## config.mk

```make
export PLATFORM = sky130hd
export DESIGN_NAME = countdown_timer_ctrl
export DESIGN_NICKNAME = d
export VERILOG_FILES = /design/src/rtl/countdown_timer_ctrl.sv
export SDC_FILE = /design/constraint.sdc
export NUM_CORES = 1
export LEC_CHECK = 0
export CAP_MARGIN = 30
export CORE_ASPECT_RATIO = 0.75
export CORE_MARGIN = 8
export CORE_UTILIZATION = 59
export DETAILED_ROUTE_END_ITERATION = 7
export DONT_BUFFER_PORTS = 1
export GPL_TIMING_DRIVEN = 0
export PLACE_DENSITY = 0.81
export SLEW_MARGIN = 30
export SYNTH_ARGS = -nofsm -noshare
export SYNTH_HDL_FRONTEND = slang
export SYNTH_SLANG_ARGS = --single-unit
```

## constraint.sdc

```tcl
create_clock -name clk -period 2.6 [get_ports clk]
set_input_delay 0.65 -clock clk [delete_from_list [all_inputs] [get_ports clk]]
set_output_delay 0.65 -clock clk [all_outputs]
set_load 0.02 [all_outputs]
```

## src/rtl/countdown_timer_ctrl.sv

```systemverilog
// Countdown sequencer for the seven-segment display: loads a BCD preset,
// decrements once per prescaled second, pulses expired at 00, then holds 00.
module countdown_timer_ctrl #(
  parameter int TICK_DIV  = 100000000,
  parameter int HOLD_SECS = 2
) (
  input  logic       clk,
  input  logic       reset,
  input  logic       start,
  input  logic [7:0] preset_bcd,
  input  logic       pause,
  input  logic       cancel,
  output logic [8:0] seconds,
  output logic       busy,
  output logic       expired,
  output logic       load_err
);

  localparam int            PW        = (TICK_DIV > 1) ? $clog2(TICK_DIV) : 1;
  localparam logic [PW-1:0] TERM      = PW'(TICK_DIV - 1);
  localparam logic [3:0]    HOLD_LAST = 4'(HOLD_SECS - 1);

  typedef enum logic [1:0] {IDLE, RUN, PAUSED, DONE} state_t;

  state_t        r_state, w_stateNext;
  logic [PW-1:0] r_presc, w_prescNext;
  logic [3:0]    r_tens, w_tensNext;
  logic [3:0]    r_ones, w_onesNext;
  logic [3:0]    r_hold, w_holdNext;
  logic          r_show, w_showNext;
  logic          r_expired, w_expiredNext;
  logic          r_loadErr, w_loadErrNext;
  logic          r_busy;
  logic          w_validPreset;
  logic          w_term;

  assign w_validPreset = (preset_bcd[7:4] <= 4'd9) && (preset_bcd[3:0] <= 4'd9) &&
                         (preset_bcd != 8'h00);
  assign w_term        = (r_presc == TERM);

  // An invalid start only raises load_err; the cycle is otherwise handled normally.
  always_comb begin
    w_stateNext   = r_state;
    w_prescNext   = r_presc;
    w_tensNext    = r_tens;
    w_onesNext    = r_ones;
    w_holdNext    = r_hold;
    w_showNext    = r_show;
    w_expiredNext = 1'b0;
    w_loadErrNext = 1'b0;

    if (cancel && (r_state != IDLE)) begin
      w_stateNext = IDLE;
      w_prescNext = '0;
      w_tensNext  = 4'd0;
      w_onesNext  = 4'd0;
      w_holdNext  = 4'd0;
      w_showNext  = 1'b0;
    end else if (start && w_validPreset) begin
      w_stateNext = RUN;
      w_prescNext = '0;
      w_tensNext  = preset_bcd[7:4];
      w_onesNext  = preset_bcd[3:0];
      w_holdNext  = 4'd0;
      w_showNext  = 1'b1;
    end else begin
      w_loadErrNext = start;
      case (r_state)
        IDLE: begin
        end
        RUN, PAUSED: begin
          if (pause) begin
            w_stateNext = PAUSED;
          end else begin
            w_stateNext = RUN;
            if (w_term) begin
              w_prescNext = '0;
              if ((r_tens == 4'd0) && (r_ones == 4'd1)) begin
                w_onesNext    = 4'd0;
                w_holdNext    = 4'd0;
                w_expiredNext = 1'b1;
                w_stateNext   = DONE;
              end else if (r_ones != 4'd0) begin
                w_onesNext = r_ones - 4'd1;
              end else begin
                w_onesNext = 4'd9;
                w_tensNext = r_tens - 4'd1;
              end
            end else begin
              w_prescNext = r_presc + 1'b1;
            end
          end
        end
        DONE: begin
          if (w_term) begin
            w_prescNext = '0;
            if (r_hold == HOLD_LAST) begin
              w_stateNext = IDLE;
              w_holdNext  = 4'd0;
              w_showNext  = 1'b0;
              w_tensNext  = 4'd0;
              w_onesNext  = 4'd0;
            end else begin
              w_holdNext = r_hold + 4'd1;
            end
          end else begin
            w_prescNext = r_presc + 1'b1;
          end
        end
        default: w_stateNext = IDLE;
      endcase
    end
  end

  always_ff @(posedge clk or negedge reset) begin
    if (!reset) begin
      r_state   <= IDLE;
      r_presc   <= '0;
      r_tens    <= 4'd0;
      r_ones    <= 4'd0;
      r_hold    <= 4'd0;
      r_show    <= 1'b0;
      r_expired <= 1'b0;
      r_loadErr <= 1'b0;
      r_busy    <= 1'b0;
    end else begin
      r_state   <= w_stateNext;
      r_presc   <= w_prescNext;
      r_tens    <= w_tensNext;
      r_ones    <= w_onesNext;
      r_hold    <= w_holdNext;
      r_show    <= w_showNext;
      r_expired <= w_expiredNext;
      r_loadErr <= w_loadErrNext;
      r_busy    <= (w_stateNext != IDLE);
    end
  end

  assign seconds  = {r_show, r_tens, r_ones};
  assign busy     = r_busy;
  assign expired  = r_expired;
  assign load_err = r_loadErr;

endmodule

```

-- Yosys cells after proc, flatten, opt, wreduce, memory -nomap -nowiden
Index checks and enable logic that the tools add are counted.
- $add $sub $neg: 4
- magnitude comparators: 2
- eq/ne operators: 13
- multiplexer cells: 50
- reductions and logical operators: 20
- operators with widths (operator ; number):
    two-way mux 27 bit ; 4
    two-way mux 4 bit ; 21
    one-hot mux 27 bit (2 select lines) ; 1
    != test 4 bit, second input constant ; 7
    adder 27 x 1 -> 27 bit, second input constant ; 1
    equality test 27 bit, second input constant ; 1
    one-hot mux 4 bit (2 select lines) ; 3
    two-way mux 2 bit ; 7
    two-way mux 1 bit ; 13
    AND reduction 5 bit ; 2
    nonzero test 3 bit ; 3
    equality test 4 x 1 -> 1 bit, second input constant ; 2
    <= comparator 4 bit, second input constant ; 2
    nonzero test 4 bit ; 2
    nonzero test 8 bit ; 1
    subtractor 4 x 1 -> 4 bit, second input constant ; 2
    AND reduction 7 bit ; 1
    logical AND 1 bit ; 5
    adder 4 x 1 -> 4 bit, second input constant ; 1
    equality test 2 bit, second input constant ; 2
    logical NOT 4 bit ; 1
    one-hot mux 2 bit (2 select lines) ; 1
    nonzero test 2 bit ; 2
    AND reduction 3 bit ; 1
    3 further kinds ; 3
- bits in registers: 45
- input bits: 13

-- Depth between registers and ports, before layout
Gate-level depths: netlist of the first run.
- word-level depth: 9
- depth in mapped cells: 9
- depth with buffers taken out: 8

-- Worst setup path before layout of the first run
No wires, ideal clock.
- kind: reg-to-reg
- from: register r_presc[9]
- to: register r_hold[1]
- setup time: 0.078 ns
- data arrival time: 2.334 ns
- data required time: 2.522 ns
- setup slack: 0.188 ns
- stages on the path, launching flop included: 7
- path buffers: 0
- period minus slack after synthesis: 2.412 ns
- path through: dfrtp_1 > or4_4 > or4_4 > o21ai_2 > a21oi_2 > or4b_1 > a21oi_1
- longest elaborated chain between the ends: 3
- elaborated cells between the ends (all ways): 4
- those cells by class: eq/ne (3); reduce/logical (1)
- ends and longest elaborated chain (what ; line ; RTL):
    start, declared ; 26 ; logic [PW-1:0] r_presc, w_prescNext;
    start signal, assigned ; 128 ; r_presc <= w_prescNext;
    equality test 27 bit * ; 39 ; assign w_term = (r_presc == TERM);
    != test 4 bit (no source line) ; - ;
    AND reduction 5 bit (no source line) * ; - ;
    end signal, assigned ; 131 ; r_hold <= w_holdNext;
    end, declared ; 29 ; logic [3:0] r_hold, w_holdNext;
Mark *: on every way between the ends. The rest lies on a longest branch, timed or not.
A chain may end at the register's enable or synchronous reset.

-- Worst setup path after layout of the first run
- from: register r_presc[25]
- to: register r_tens[0]
- longest elaborated chain between the ends: 3
- elaborated cells between the ends (all ways): 4
- those cells by class: eq/ne (3); reduce/logical (1)
- ends and longest elaborated chain (what ; line ; RTL):
    equality test 27 bit * ; 39 ;
    != test 4 bit (no source line) ; - ;
    AND reduction 7 bit (no source line) * ; - ;
    end signal, assigned ; 129 ; r_tens <= w_tensNext;
    end, declared ; 27 ; logic [3:0] r_tens, w_tensNext;
Marked as above.

==> results.toml, run 1 <==
[power]
peakVddDrop_v = 0.000750
power_w = 0.00262
leakagePower_nw = 1.29
pwr_density_cell_nw_per_um2 = 840

[cells_and_area]
final_layout_size_suffix_gt1_frac = 0.114
final_common_cell = "sky130_fd_sc_hd__dfrtp_1"
n_antenna_cell = 0
area.growth.synth_to_final_pct = 9.64
layout.cells.most_common_list = "sky130_fd_sc_hd__dfrtp_1 (43), sky130_fd_sc_hd__nor2_1 (38), sky130_fd_sc_hd__a21oi_1 (27)"
nets = 357

[timing]
worst_hold_slack_ns = 0.0294
final_period_minus_worst_setup_slack_ns = 2.56
fin_clk_skew_ns = 0.00719
rsz0062_at_grt = "true"
report.final.setup_viol = 0
final_hold_viol_count = 0
count_of_final_max_slew_check_failures = 0
layout_worst_path_cycle_share = 0.984
max_freq_mhz = 391
worst-slew-pin-transition_ns = 0.934
slew_headroom = 0.372

[grt]
grt_max_degree = 46
first_global_vias = 2262
number_of_antenna_violations_at_the_first_check_in_global_routing = 0
globalRoute.totalOverflow = 0
globalRouteTotalUtil = 0.194
grt_first_pass_wirelength_um = 11500

[clock_tree]
cts-hold-fix-buffers = 0
htree_levels = 2
cts-root-buf = "sky130_fd_sc_hd__clkbuf_8"
cts_tree = "yes"
clock_sink_total = 45
max_buffers_root_to_sink = 2
numCtsBuffers = 5
cts.clk_slew.worst_paths_ns = 0.08
insertion_delay_ns = 0.31

[die]
die_x_um = 96.1
dieArea_sq_um = 7320
num_rows = 22
chipHeight_um = 76.1
initial_core_utilization = 0.597
core_area_sq_um = 4760
io_pins = 25

[worst_setup_path]
critPathCaptureType = "flop"
critPathArrivalTime_ns = 2.73
r2r_end = "r_tens[0]$_DFFE_PN0P_"
crit_path_cell_trace = "or4b_4 -> or4_4 -> o21ai_4 -> and4_1 -> buf_6 -> mux2i_1 -> a211oi_2"
timing.critical_path.slowest_cell_delay_ns = 0.58
crit-reg2reg-launch = "r_presc[25]$_DFFE_PN0P_"
worst_r2r_path_depth = 7
cp_max_fo = 6
critical_path_s_slowest_cell = "sky130_fd_sc_hd__or4_4"
critPathTopFamily = "simple AND/OR/NAND/NOR gates"
cp.required_ns = 2.77
number_of_buffers_and_inverters_on_the_critical_path = 1
setup.worst_path.class = "reg -> reg"
ff2ff_setup_slack_ns = 0.04
worst_setup_path_start_kind = "flop"

[route]
drt_iter0_markers = 267
final_routed_wirelength_um = 6960
post-route-drc-count = 0
vias_per_cell = 6.51
first_pass_iters = 4
postRouteAntennaNets = 0
routed_wire_length_per_instance_um = 17.8
routed-via-count = 2553

[min_path]
holdCritPathClass = "in -> async"

[logic_synthesis]
synth.yosys.warnings = 0
ys_seq_elements = 45
ys_types = 51
synth-edff-count = 0
synthesis.instances = 324
post_synth_instance_area_sq_um = 2840
per_instance_average_area_after_synthesis_sq_um = 8.77
synthFlopType = "sky130_fd_sc_hd__dfrtp_1"
async_sr_flop_fraction = 1.00
synth.yosys.seq_area_share = 0.396
syn-num-nets = 348

[placed_design]
gp_congestion = 0.900
numPortBuffers = 0
dp_hpwl_um = 5010

[run_status]
run_status = "complete, no violations"

[flow_run]
drv_cap = 0
## state kept, by name, indices dropped and copies added (netlist names)
register  count
r_tens        4
busy          1
r_show        1
expired       1
r_hold        4
r_ones        4
r_state       2
load_err      1
r_presc      27
## what timing repair did
| item | CTS | global route |
|---|---|---|
| pin swaps | 0 | 7 |
| gates resized for setup | 6 | 14 |
| endpoints found under the setup margin | 23 | 24 |
| setup buffers | 0 | 3 |
## layout make-up
| type | instances | area [sq um] |
|---|---|---|
| Buffer | 11 | 55.1 |
| Tap cell | 60 | 75.1 |
| Sequential cell | 45 | 1130 |
| Clock buffer | 5 | 68.8 |
| Timing Repair Buffer | 3 | 22.5 |
| Clock inverter | 1 | 5.00 |
| Multi-Input combinational cell | 253 | 1710 |
| Fill cell | 378 | 1650 |
| Inverter | 14 | 52.6 |
## cells by family after synthesis
logic type                 Yosys count  synth area share
and+or+nand+nor                    154             0.304
AOI/OAI and AO/OA                   65             0.142
DFF                                 45             0.396
buffers and inverters               26            0.0370
xor gates and xnor gates            20            0.0616
adders and majority gates           11            0.0484
muxes                                3            0.0106
## power breakdown
group          total, W  internal [W]  switching (W)  leakage (nW)
sequential      0.00103      0.000806       0.000223         0.604
combinational   0.00118      0.000439       0.000738         0.647
clock          0.000413      0.000177       0.000236        0.0399
total           0.00262       0.00142        0.00120          1.29
## worst reg2reg max path, delay by kind of cell (launching register included)
| family | cells | cell delay, ns |
|---|---|---|
| and+or+nand+nor | 3 | 1.37 |
| AOI/OAI and AO/OA | 2 | 0.25 |
| DFF | 1 | 0.43 |
| muxes | 1 | 0.22 |
| buffers and inverters | 1 | 0.15 |
## synthesized netlist by cell type (all sizes together), types with 4 or more instances
library cell / number / area (sq um)
ha: 11 / 138
a21oi: 28 / 144
and3: 8 / 50.1
nor3: 14 / 70.1
nor2: 38 / 143
and2: 4 / 26.3
or3: 6 / 37.5
a221oi: 4 / 35.0
or4: 4 / 37.5
o21ai: 16 / 83.8
nand2: 22 / 82.6
buf: 4 / 22.5
clkbuf: 8 / 30.0
xor2: 11 / 96.3
and4: 7 / 62.6
nand4: 14 / 87.6
dfrtp: 45 / 1130
nand3: 13 / 65.1
inv: 14 / 52.6
nor4: 7 / 56.3
xnor2: 9 / 78.8
## worst max-delay path by stage
| stage | to | startpoint | slack [ns] | cells after the start |
|---|---|---|---|---|
| 5_1_grt | r_presc[22]$_DFFE_PN0P_ | r_presc[3]$_DFFE_PN0P_ | -0.07 | 7 |
| 6_report | r_tens[0]$_DFFE_PN0P_ | r_presc[25]$_DFFE_PN0P_ | 0.04 | 7 |
| 3_5_place_dp | r_ones[2]$_DFFE_PN0P_ | preset_bcd[7] | -0.12 | 6 |
| 3_3_place_gp | r_ones[1]$_DFFE_PN0P_ | preset_bcd[6] | -0.18 | 6 |
| 2_1_floorplan | r_hold[1]$_DFFE_PN0P_ | r_presc[9]$_DFFE_PN0P_ | 0.19 | 6 |
| 4_1_cts | r_tens[0]$_DFFE_PN0P_ | r_presc[8]$_DFFE_PN0P_ | -0.002 | 7 |
## through the flow
stage          cells  instance area, sq um  setup TNS, ns  setup WS [ns]  utilization
6_report         392                  3120              0         0.0406        0.654
5_1_grt          392                  3120         -0.184        -0.0653        0.654
4_1_cts          390                  3020       -0.00222       -0.00179        0.635
3_5_place_dp     384                  2930         -0.410         -0.125        0.615
3_3_place_gp     384                  2920          -3.45         -0.176        0.612
2_1_floorplan    324                  2840              0          0.188            -
## routing by layer
metal | wire length [um] | share of wire | GRT usage
met5 | 0 | 0 | 0
met4 | 74 | 0.011 | 0.0628
met3 | 398 | 0.057 | 0.0443
met2 | 3100 | 0.45 | 0.259
met1 | 3390 | 0.49 | 0.293
(Power assumes the default switching activity.)
==> run 2, diff against run 1 <==
- CORE_MARGIN: 8 -> 2
- PLACE_DENSITY: 0.81 -> 0.73
==> run 2 against run 1 <==
- die area shrank 26%
- sequential share of layout area grew 0.30 points
- clock power grew 3%
- routed wire length shrank 1.8%
- cell area shrank 0.60%
- worst hold slack gained 0.00091 ns
- largest power group unchanged
- via count shrank 1.2%
==> results.toml, run 2 (synthesized netlist as in run 1, its figures left out) <==
[power]
power_w = 0.00256
power_switching_share = 0.453
power_frac_clock = 0.165
power_switching_w = 0.00116
comb_power_share = 0.438
internal-power_w = 0.00140
leakagePower_nw = 1.29
peakVddDrop_v = 0.000680
pwr_density_cell_nw_per_um2 = 828
sequentialPowerShare = 0.397

[die]
dieArea_sq_um = 5390
core_area_sq_um = 4550
num_rows = 21
io_pins = 25
initial_core_utilization = 0.625
chipHeight_um = 64.1
die_x_um = 84.1

[worst_setup_path]
critPathCaptureType = "flop"
ff2ff_setup_slack_ns = 0.05
cp_max_fo = 5
critPathArrivalTime_ns = 2.78
worst_r2r_path_depth = 6
cp.required_ns = 2.83
r2r_end = "r_hold[1]$_DFFE_PN0P_"
crit-reg2reg-launch = "r_presc[10]$_DFFE_PN0P_"
worst_setup_path_start_kind = "flop"
setup.worst_path.class = "reg -> reg"

[placed_design]
dp_hpwl_um = 4910
gp_congestion = 0.897
numPortBuffers = 0
post_dp_cell_area_sq_um = 2920
placed_cells = 381

[timing]
count_of_final_max_slew_check_failures = 0
worst-slew-pin-transition_ns = 0.832
fin_tns_setup_ns = 0
fin_clk_skew_ns = 0.00399
max_freq_mhz = 392
report.final.setup_viol = 0
final_hold_viol_count = 0
slew_headroom = 0.437
layout_worst_path_cycle_share = 0.981
rsz0062_at_grt = "true"
final_period_minus_worst_setup_slack_ns = 2.55

[grt]
globalRoute.totalOverflow = 0
first_global_vias = 2337
number_of_antenna_violations_at_the_first_check_in_global_routing = 0
grt_max_degree = 46
globalRouteTotalUtil = 0.278
grt_first_pass_wirelength_um = 11700

[cells_and_area]
layout.cells.most_common_list = "sky130_fd_sc_hd__dfrtp_1 (41), sky130_fd_sc_hd__nor2_1 (38), sky130_fd_sc_hd__a21oi_1 (26)"
area.growth.synth_to_final_pct = 8.98
n_antenna_cell = 0
utilization = 0.681
final_cell_count_no_fill = 392
final_layout_size_suffix_gt1_frac = 0.110
nets = 358
max_flop_register = "r_presc"
final_common_cell = "sky130_fd_sc_hd__dfrtp_1"
final.fill_count = 394
finalInstanceArea_sq_um = 3100
largest_register_ff_count = 27

[route]
routed-via-count = 2522
postRouteAntennaNets = 0
vias_per_cell = 6.43
final_routed_wirelength_um = 6840
routed_wire_length_per_instance_um = 17.4
first_pass_iters = 4
post-route-drc-count = 0
drt_iter0_markers = 180

[clock_tree]
insertion_delay_ns = 0.31
cts-root-buf = "sky130_fd_sc_hd__clkbuf_8"
cts-hold-fix-buffers = 0
max_buffers_root_to_sink = 2
cts.clk_slew.worst_paths_ns = 0.08
clock_sink_total = 45
cts_tree = "yes"
numCtsBuffers = 5
htree_levels = 2

[run_status]
run_status = "complete, no violations"

[flow_run]
drv_cap = 0

[min_path]
holdCritPathClass = "in -> async"
-- run 2: cell types whose count changed in the layout (fill, tap and decap cells not counted), sizes merged --
cell,before,now
clkinv,1,0
clkbuf,11,15
-- run 2: how the worst max path moves through the flow --
stage                     slack (ns)                       to                    start  cells after the start
final                           0.05    r_hold[1]$_DFFE_PN0P_  r_presc[10]$_DFFE_PN0P_                      6
after global routing           -0.03    r_hold[1]$_DFFE_PN0P_  r_presc[10]$_DFFE_PN0P_                      6
after CTS                       0.02    r_tens[3]$_DFFE_PN0P_  r_presc[10]$_DFFE_PN0P_                      7
after detailed placement       -0.04  r_presc[21]$_DFFE_PN0P_            preset_bcd[6]                      7
after global placement         -0.22    r_ones[1]$_DFFE_PN0P_            preset_bcd[6]                      6
after floorplan                 0.19    r_hold[1]$_DFFE_PN0P_   r_presc[9]$_DFFE_PN0P_                      6
-- run 2: routing by layer --
| metal | share of wire | track usage | routed length [um] | vias to the layer above |
|---|---|---|---|---|
| met2 | 0.41 | 0.362 | 2770 | 99 |
| li1 | - | - | - | 1209 |
| met5 | 0 | 0 | 0 | - |
| met1 | 0.50 | 0.430 | 3410 | 1203 |
| met4 | 0.019 | 0.0948 | 128 | 0 |
| met3 | 0.077 | 0.0840 | 528 | 11 |
-- run 2: metrics by stage --
stage / worst slack, ns / hold WS, ns
final: 0.0495 / 0.0303
after CTS: 0.0181 / 0.0232
after detailed placement: -0.0418 / 0.355
after global placement: -0.224 / 0.355
after global routing: -0.0299 / 0.00766
after floorplan: 0.188 / 0.354
-- run 2: power by group through the flow --
stage	Combinational (W)	Clock (W)	Sequential [W]
finish	0.00112	0.000424	0.00102
global route	0.00126	0.000463	0.00104
CTS	0.00107	0.000435	0.00101
detailed placement	0.00106	0	0.00103
global placement	0.00102	0	0.00103
floorplan	0.000817	0	0.000992
-- run 2: critical path: stages (launching register included) --
cell and delay (ns):
sky130_fd_sc_hd__dfrtp_2 0.45, sky130_fd_sc_hd__or4_4 0.54, sky130_fd_sc_hd__or4_4 0.58, sky130_fd_sc_hd__o21ai_4 0.18
sky130_fd_sc_hd__a21oi_2 0.11, sky130_fd_sc_hd__or4b_1 0.47, sky130_fd_sc_hd__a21oi_1 0.15
-- run 2: repair_timing --
item	in CTS	in global routing
endpoints found under the setup margin	23	24
buffers inserted	1	3
endpoints found under the hold margin	0	0
resized for setup	6	11
pin swaps	0	1
-- run 2: final cells by class --
cell class	count	area [sq um]	share of cell area
tap	57	71.3	0.0230
sequential	45	1130	0.365
buffer	11	56.3	0.0182
multi-input combinational	253	1680	0.541
timing repair buffer	4	30.0	0.00970
inverter	14	52.6	0.0170
clock buffer	8	80.1	0.0259
==> run 3, diff against run 2 <==
- CAP_MARGIN: 30 -> 20
- HOLD_SLACK_MARGIN: unset -> 0.1
==> run 3 against run 2 <==
- via count up 0.28%
- cell area increased by 0.89%
- setup slack worse by 0.0063 ns
- global-route usage is essentially flat
- largest power group unchanged
- routed wire length is 1.5% higher
- sequential share of layout area fell by 0.32 points
- utilization grew 0.61 points
- die area is the same
- count of clock-buffer cells in the layout unchanged
- highest routed layer unchanged
- critical endpoint unchanged
- first-iteration DRC count decreased by 3.9%
==> results.toml, run 3 (synthesized netlist as in run 1, its figures left out) <==
[run_status]
run_status = "complete, no violations"

[clock_tree]
insertion_delay_ns = 0.31
numCtsBuffers = 5
cts.clk_slew.worst_paths_ns = 0.08
cts-root-buf = "sky130_fd_sc_hd__clkbuf_8"
cts_tree = "yes"
htree_levels = 2
clock_sink_total = 45
max_buffers_root_to_sink = 2

[cells_and_area]
max_flop_register = "r_presc"
n_antenna_cell = 0
final_common_cell = "sky130_fd_sc_hd__dfrtp_1"
layout.cells.most_common_list = "sky130_fd_sc_hd__dfrtp_1 (41), sky130_fd_sc_hd__nor2_1 (38), sky130_fd_sc_hd__a21oi_1 (26)"
final_layout_size_suffix_gt1_frac = 0.113
largest_register_ff_count = 27
final.fill_count = 388
area.growth.synth_to_final_pct = 9.95
nets = 359

[worst_setup_path]
critPathCaptureType = "flop"
cp.required_ns = 2.83
timing.critical_path.slowest_cell_delay_ns = 0.58
crit_path_cell_trace = "or4_4 -> or4_4 -> o21ai_4 -> a21oi_2 -> or4b_1 -> a21oi_1"
worst_setup_path_start_kind = "flop"
crit_path_frequent_cell = "sky130_fd_sc_hd__or4_4"
critPathTopFamily = "simple AND/OR/NAND/NOR gates"
setup.worst_path.class = "reg -> reg"
cp_max_fo = 5
number_of_buffers_and_inverters_on_the_critical_path = 0
critPathArrivalTime_ns = 2.78
critical_path_s_slowest_cell = "sky130_fd_sc_hd__or4_4"

[route]
vias_per_cell = 6.44
routed_wire_length_per_instance_um = 17.7
post-route-drc-count = 0
routed-via-count = 2529
drt_iter0_markers = 173
final_routed_wirelength_um = 6940
postRouteAntennaNets = 0
first_pass_iters = 5

[grt]
globalRoute.totalOverflow = 0
first_global_vias = 2324
globalRouteTotalUtil = 0.278
grt_first_pass_wirelength_um = 11700
grt_max_degree = 46
number_of_antenna_violations_at_the_first_check_in_global_routing = 0

[timing]
final_period_minus_worst_setup_slack_ns = 2.56
count_of_final_max_slew_check_failures = 0
report.final.setup_viol = 0
worst-slew-pin-transition_ns = 0.862
rsz0062_at_grt = "true"
layout_worst_path_cycle_share = 0.983
worst_slack_ns = 0.0432
fin_clk_skew_ns = 0.00589
max_freq_mhz = 391
slew_headroom = 0.421
final_hold_viol_count = 0

[die]
core_area_sq_um = 4550
dieArea_sq_um = 5390
io_pins = 25
chipHeight_um = 64.1
num_rows = 21
die_x_um = 84.1
initial_core_utilization = 0.625

[placed_design]
numPortBuffers = 0
gp_congestion = 0.897
dpl_worst_slack_ns = -0.0418
dp_hpwl_um = 4910

[flow_run]
drv_cap = 0

[power]
leakagePower_nw = 1.30
peakVddDrop_v = 0.000685
power_w = 0.00258
pwr_density_cell_nw_per_um2 = 827

[min_path]
holdCritPathClass = "in -> async"
==> run 3: cell count changes in the layout (fill, tap and decap cells not counted) <==
cell,delta
sky130_fd_sc_hd__buf_16,+1
==> run 3: timing repair <==
item | in CTS | in global routing
gates resized for setup | 6 | 11
buffers inserted | 1 | 3
hold buffers | 1 | 0
hold endpoints to repair | 45 | 0
setup endpoints to repair | 23 | 24
pin swaps | 0 | 1
==> run 3: per-layer routing <==
metal,global-route usage,wire length (um),vias to the layer above
li1,-,-,1215
met1,0.436,3460,1207
met2,0.356,2790,97
met3,0.0840,558,10
met4,0.0948,126,0
met5,0,0,-
==> run 3: final timing paths <==
| check | from | endpoint | slack [ns] | cells after the start |
|---|---|---|---|---|
| hold reg to reg | r_presc[23]$_DFFE_PN0P_ | r_presc[23]$_DFFE_PN0P_ | 0.55 | 2 |
| max in group asynchronous | reset | r_presc[10]$_DFFE_PN0P_ | 2.20 | 1 |
| setup reg to reg | r_presc[10]$_DFFE_PN0P_ | r_hold[1]$_DFFE_PN0P_ | 0.04 | 6 |
| hold / removal | reset | r_tens[0]$_DFFE_PN0P_ | 0.18 | 1 |
| setup / recovery | r_presc[10]$_DFFE_PN0P_ | r_hold[1]$_DFFE_PN0P_ | 0.04 | 6 |
| min in group clk | pause | expired$_DFF_PN0_ | 0.42 | 1 |
==> run 3: final cells by class <==
type / instances / area [sq um] / share of cell area
buffer: 11 / 56.3 / 0.0180
tap: 57 / 71.3 / 0.0228
inverter: 14 / 52.6 / 0.0168
timing repair buffer: 5 / 57.6 / 0.0184
multi-input combinational: 253 / 1680 / 0.536
sequential: 45 / 1130 / 0.362
clock buffer: 8 / 80.1 / 0.0256
==> run 3: through the flow <==
step	hold WS, ns	instances	TNS [ns]	utilization	instance area (sq um)
global placement	0.355	381	-4.99	0.641	2910
finish	0.179	393	0	0.687	3120
CTS	0.189	391	0	0.672	3060
global route	0.186	393	-0.0621	0.687	3120
floorplan	0.354	324	0	-	2840
detailed placement	0.355	381	-0.319	0.643	2920
==> run 3: where the power goes <==
group	internal [W]	leakage, nW	switching, W
logic	0.000411	0.659	0.000729
clock network	0.000191	0.0395	0.000233
registers	0.000806	0.600	0.000213
total	0.00141	1.30	0.00118
